File: src/rtl/lms_fir_seq.sv
// Time-multiplexed LMS adaptive FIR: one shared multiplier walks the taps per sample,
// emits a saturated output/error, then optionally adapts every coefficient.
module lms_fir_seq #(
    parameter int unsigned W        = 16,
    parameter int unsigned TAPS     = 8,
    parameter int unsigned FRAC     = 12,
    parameter int unsigned MU_SHIFT = 10,
    parameter int unsigned AW       = $clog2(TAPS)
) (
    input  logic                clk,
    input  logic                clr_n,
    input  logic                in_valid,
    output logic                in_ready,
    input  logic signed [W-1:0] x_in,
    input  logic signed [W-1:0] d_in,
    input  logic                adapt_en,
    input  logic                coef_wr,
    input  logic [AW-1:0]       coef_addr,
    input  logic signed [W-1:0] coef_data,
    output logic                out_valid,
    output logic signed [W-1:0] y_out,
    output logic signed [W-1:0] err_out,
    output logic                sat_flag
);

    localparam int unsigned P_W   = 2 * W;
    localparam int unsigned ACC_W = 2 * W + AW;
    localparam logic [AW-1:0] LAST_IDX = AW'(TAPS - 1);
    localparam logic signed [W-1:0] S_MAX = {1'b0, {(W-1){1'b1}}};
    localparam logic signed [W-1:0] S_MIN = {1'b1, {(W-1){1'b0}}};

    typedef enum logic [1:0] {
        S_IDLE = 2'd0,
        S_MAC  = 2'd1,
        S_ERR  = 2'd2,
        S_UPD  = 2'd3
    } state_t;

    state_t state, state_nxt;

    logic signed [W-1:0]     x_q [TAPS];
    logic signed [W-1:0]     k_q [TAPS];
    logic signed [W-1:0]     d_q;
    logic                    adapt_q;
    logic signed [ACC_W-1:0] acc;
    logic [AW-1:0]           idx;

    logic accept_c, mac_en_c, err_en_c, upd_en_c, coef_we_c, last_c;

    // State register
    always_ff @(posedge clk or negedge clr_n) begin
        if (!clr_n) state <= S_IDLE;
        else        state <= state_nxt;
    end

    // Next-state logic
    always_comb begin
        state_nxt = state;
        case (state)
            S_IDLE: if (in_valid) state_nxt = S_MAC;
            S_MAC:  if (last_c)   state_nxt = S_ERR;
            S_ERR:  state_nxt = adapt_q ? S_UPD : S_IDLE;
            S_UPD:  if (last_c)   state_nxt = S_IDLE;
            default: state_nxt = S_IDLE;
        endcase
    end

    // Control decode: in_ready depends on state only
    always_comb begin
        in_ready  = 1'b0;
        accept_c  = 1'b0;
        mac_en_c  = 1'b0;
        err_en_c  = 1'b0;
        upd_en_c  = 1'b0;
        coef_we_c = 1'b0;
        last_c    = (idx == LAST_IDX);
        case (state)
            S_IDLE: begin
                in_ready  = 1'b1;
                accept_c  = in_valid;
                coef_we_c = coef_wr && (32'(coef_addr) < TAPS);
            end
            S_MAC:   mac_en_c = 1'b1;
            S_ERR:   err_en_c = 1'b1;
            S_UPD:   upd_en_c = 1'b1;
            default: ;
        endcase
    end

    // Shared operand select and arithmetic
    logic signed [W-1:0]     x_sel, k_sel;
    logic signed [P_W-1:0]   mac_prod;
    logic signed [ACC_W-1:0] acc_sh;
    logic                    y_ovf;
    logic signed [W-1:0]     y_sat;
    logic signed [W:0]       diff;
    logic                    e_ovf;
    logic signed [W-1:0]     e_sat;
    logic signed [P_W-1:0]   upd_prod, upd_sh;
    logic [P_W:0]            upd_sum;
    logic                    upd_ovf;
    logic signed [W-1:0]     k_new;

    assign x_sel    = x_q[idx];
    assign k_sel    = k_q[idx];
    assign mac_prod = P_W'(k_sel) * P_W'(x_sel);

    assign acc_sh = acc >>> FRAC;
    assign y_ovf  = !((&acc_sh[ACC_W-1:W-1]) || !(|acc_sh[ACC_W-1:W-1]));
    assign y_sat  = y_ovf ? (acc_sh[ACC_W-1] ? S_MIN : S_MAX) : acc_sh[W-1:0];

    // Error in W+1 bits so d - y never wraps before clamping
    assign diff  = {d_q[W-1], d_q} - {y_sat[W-1], y_sat};
    assign e_ovf = diff[W] ^ diff[W-1];
    assign e_sat = e_ovf ? (diff[W] ? S_MIN : S_MAX) : diff[W-1:0];

    // Update uses the registered error held in err_out
    assign upd_prod = P_W'(err_out) * P_W'(x_sel);
    assign upd_sh   = upd_prod >>> MU_SHIFT;
    assign upd_sum  = {upd_sh[P_W-1], upd_sh} + {{(W+1){k_sel[W-1]}}, k_sel};
    assign upd_ovf  = !((&upd_sum[P_W:W-1]) || !(|upd_sum[P_W:W-1]));
    assign k_new    = upd_ovf ? (upd_sum[P_W] ? S_MIN : S_MAX) : upd_sum[W-1:0];

    // Datapath registers
    always_ff @(posedge clk or negedge clr_n) begin
        if (!clr_n) begin
            for (int i = 0; i < int'(TAPS); i++) begin
                x_q[i] <= '0;
                k_q[i] <= '0;
            end
            d_q       <= '0;
            adapt_q   <= 1'b0;
            acc       <= '0;
            idx       <= '0;
            y_out     <= '0;
            err_out   <= '0;
            sat_flag  <= 1'b0;
            out_valid <= 1'b0;
        end else begin
            out_valid <= 1'b0;
            if (coef_we_c) k_q[coef_addr] <= coef_data;
            if (accept_c) begin
                for (int i = int'(TAPS) - 1; i > 0; i--) x_q[i] <= x_q[i-1];
                x_q[0]  <= x_in;
                d_q     <= d_in;
                adapt_q <= adapt_en;
                acc     <= '0;
                idx     <= '0;
            end
            if (mac_en_c) begin
                acc <= acc + {{AW{mac_prod[P_W-1]}}, mac_prod};
                idx <= last_c ? '0 : idx + AW'(1);
            end
            if (err_en_c) begin
                y_out     <= y_sat;
                err_out   <= e_sat;
                sat_flag  <= y_ovf | e_ovf;
                out_valid <= 1'b1;
                idx       <= '0;
            end
            if (upd_en_c) begin
                k_q[idx] <= k_new;
                idx      <= last_c ? '0 : idx + AW'(1);
            end
        end
    end

endmodule

File: config.mk
export PLATFORM = sky130hd
export DESIGN_NAME = lms_fir_seq
export DESIGN_NICKNAME = d
export VERILOG_FILES = /design/src/rtl/lms_fir_seq.sv
export SDC_FILE = /design/constraint.sdc
export NUM_CORES = 2
export LEC_CHECK = 0
export CAP_MARGIN = 20
export CORE_MARGIN = 2
export CORE_UTILIZATION = 60
export DETAILED_ROUTE_END_ITERATION = 8
export GPL_TIMING_DRIVEN = 1
export PLACE_DENSITY = 0.83
export SLEW_MARGIN = 20
export SYNTH_ARGS = -nofsm -noshare
export SYNTH_HDL_FRONTEND = slang
export SYNTH_SLANG_ARGS = --single-unit
File: constraint.sdc
create_clock -name clk -period 30.9 [get_ports clk]
set_input_delay 7.725 -clock clk [delete_from_list [all_inputs] [get_ports clk]]
set_output_delay 7.725 -clock clk [all_outputs]
set_load 0.005 [all_outputs]
==> run metrics <==
final hold viol count 0; hold buffer count at cts 0; Synth Area in Compound Gates around 11%; drt drc 0; number of top-level pins slightly above 90; Place WS around 19 ns; sequential share of the synthesized area between 20 and 25%; post-synthesis cell type count 85; initial antenna violation count 3; GRT Overall Usage between 30% and 40%; htree depth 2; post-synthesis mux area share 3.72%; TritonCTS clock tree yes; EDFF count, synth 0; crit-path max cell delay 0.81 ns; main combinational cell family by area after synthesis adder cells; worst path arrival time between 10 and 15 ns; layout cells sized above 1 between 5 and 6%; Startpoint Class flop; commonest non-fill, non-tap cell in the layout nand2_1; detailed-route wire length 103 mm; NumNets Final about 5,100; gpl congestion between 0.9 and 1; WS Path Type reg2reg; WL/cell between 15 and 20 µm; FMAX between 80 and 90 MHz; clk sinks approximately 350; run status finished, final reports clean; Synth Area in XOR/XNOR between 2 and 3%; max cap viols 0; die area approximately 67,000 µm²; Root Driver clkbuf_16; global route overflow 0; Layout Skew slightly below 0.04 ns; Syn. warnings 0; clk buf depth 3; post-layout min period 11.76 ns; layout overhead on the synthesized area 7.69%; post-CTS sizing 0; Via density a little under 6; most used cell, CP fa_1; worst slew pin tran 1.16 ns; post-layout util between 60% and 70%; Initial Utilization about 60%; post-synthesis async set-or-reset flop share between 90% and 100%; CP max stage cell dfrtp_1; relative slew slack a little under a quarter; CP max FO 29; initial DRC count a little over 3,000; insertion delay to the later sink of the worst-skew pair around 0.61 ns; synthesized area per cell around 9.0 µm²; first-pass GRT wire length ~170 mm; Routed Antenna Nets 0; CP Capture Type flop; area fraction in and, or, nand and nor cells after synthesis about 17%; Synth Instances 4,304; Netlist Area Pre-Place roughly 39,000 µm²; WP data required between 30 and 40 ns; PortBufs 90; setup TNS 0 ns; Placement Rows a little over 90; worst hold-check path type reg2reg; Post-Synthesis Net Count between 5,000 and 6,000; Core Footprint between 60,000 and 70,000 µm²; RSZ-0062 raised after global routing no; Vias just over 30,000; adder-cell share of the synthesized area a little over a third; Final Cycle Share approximately two fifths; Die H around 260 µm; ys flop type dfrtp_1; cts bufs inserted 39; Pins Over Slew Limit 0; Final WS setup around 19 ns; Detail Placement HPWL between 70 and 80 mm; Clock Pin Slew Worst Setup and Hold Paths around 0.060 ns; largest net degree at the start of global routing 174; Pre-antenna DRT Iters 6; commonest non-fill, non-tap cells in the layout 819 x nand2_1, 592 x inv_1, 526 x fa_1; number of global-route vias before repair roughly 32,000; Die W between 200 and 300 µm; final setup fails 0; number of setup buffers added after CTS 0; #FFs+latches synth about 350
-- critical path, delay by kind of cell (launching register included) --
kind / cells / cell delay (ns)
xor gates and xnor gates: 1 / 0.13
and+or+nand+nor: 11 / 2.01
AOI/OAI and AO/OA: 14 / 4.10
adders and majority gates: 8 / 3.29
DFF: 1 / 0.81
buffers and inverters: 7 / 1.26
-- state kept, by name, summed over array words and instances (netlist names) --
name	count
acc	35
k_q	128
x_q	128
y_out	16
adapt_q	1
sat_flag	1
state	2
err_out	16
d_q	16
idx	3
out_valid	1
-- routing by layer --
metal,GRT usage (%),part of all wire (%)
met1,42.4,39
met2,51.8,47
met3,5.62,9.1
met4,15.2,5.5
met5,0.641,0.064
-- final timing paths --
check | startpoint | to | slack [ns] | cells past startpoint
worst min-delay path | y_out[13] | y_out[13] | 0.48 | 2
min in group asynchronous | clr_n | x_q[112] | 7.19 | 1
worst max register to register | idx[1] | k_q[4] | 19.14 | 41
max in group asynchronous | clr_n | y_out[9] | 22.23 | 2
worst max-delay path | idx[1] | k_q[4] | 19.14 | 41
worst min register to register | y_out[13] | y_out[13] | 0.48 | 2
-- synthesized netlist by cell type, types with 5 or more instances --
| cell | number | area, µm² |
|---|---|---|
| inv_1 | 592 | 2220 |
| dfrtp_1 | 347 | 8680 |
| nor2_1 | 212 | 796 |
| a22oi_1 | 112 | 841 |
| mux2_2 | 86 | 968 |
| and4_1 | 13 | 114 |
| a21o_1 | 40 | 300 |
| o21bai_1 | 14 | 105 |
| mux4_2 | 5 | 113 |
| a21oi_1 | 196 | 981 |
| a31oi_1 | 19 | 119 |
| o21a_1 | 16 | 120 |
| a211oi_1 | 42 | 315 |
| clkbuf_1 | 191 | 717 |
| and3_1 | 14 | 87.6 |
| fa_1 | 526 | 10500 |
| and2_1 | 186 | 1160 |
| mux2i_1 | 36 | 360 |
| nor3b_1 | 5 | 37.5 |
| nor3_1 | 32 | 160 |
| buf_1 | 13 | 48.8 |
| nand3_1 | 53 | 265 |
| nand2_1 | 822 | 3090 |
| nand2b_1 | 33 | 206 |
| or3_1 | 11 | 68.8 |
| o21ai_4 | 10 | 163 |
| a211o_1 | 6 | 52.6 |
| nand4_1 | 33 | 206 |
| o21ai_0 | 124 | 621 |
| xnor2_1 | 89 | 780 |
| nor4_1 | 5 | 31.3 |
| xor2_1 | 31 | 272 |
| or2_2 | 6 | 37.5 |
| nor2b_1 | 45 | 282 |
| o21ai_1 | 21 | 105 |
| ha_1 | 235 | 2940 |
-- final cells by class --
cell class | instances | area, µm²
Clock inverter | 13 | 195
Multi-Input combinational cell | 3154 | 27000
Tap cell | 855 | 1070
Timing Repair Buffer | 152 | 1420
Clock buffer | 50 | 1060
Sequential cell | 347 | 8680
Fill cell | 5004 | 22400
Inverter | 595 | 2230
Antenna cell | 3 | 7.51
-- per-stage QoR --
stage                     instances  hold slack (ns)  instance area (µm²)
after floorplan                4304            0.439                38700
after global placement         5100            0.452                40400
after detailed placement       5102            0.464                40400
after CTS                      5165            0.479                41700
after global routing           5167            0.496                41700
final                          5169            0.477                41700
-- logic make-up (layout without fill, tap and decap cells) --
| group | Yosys count | after routing |
|---|---|---|
| AOI/OAI and AO/OA | 653 | 653 |
| xor gates and xnor gates | 120 | 120 |
| muxes | 127 | 127 |
| other | 0 | 3 |
| adders and majority gates | 765 | 765 |
| DFF | 347 | 347 |
| buffers and inverters | 803 | 810 |
| and+or+nand+nor | 1489 | 1489 |
Power is left out: the tool's default activity adds up to more than one toggle a clock period on the data nets, which glitch-free logic cannot reach.
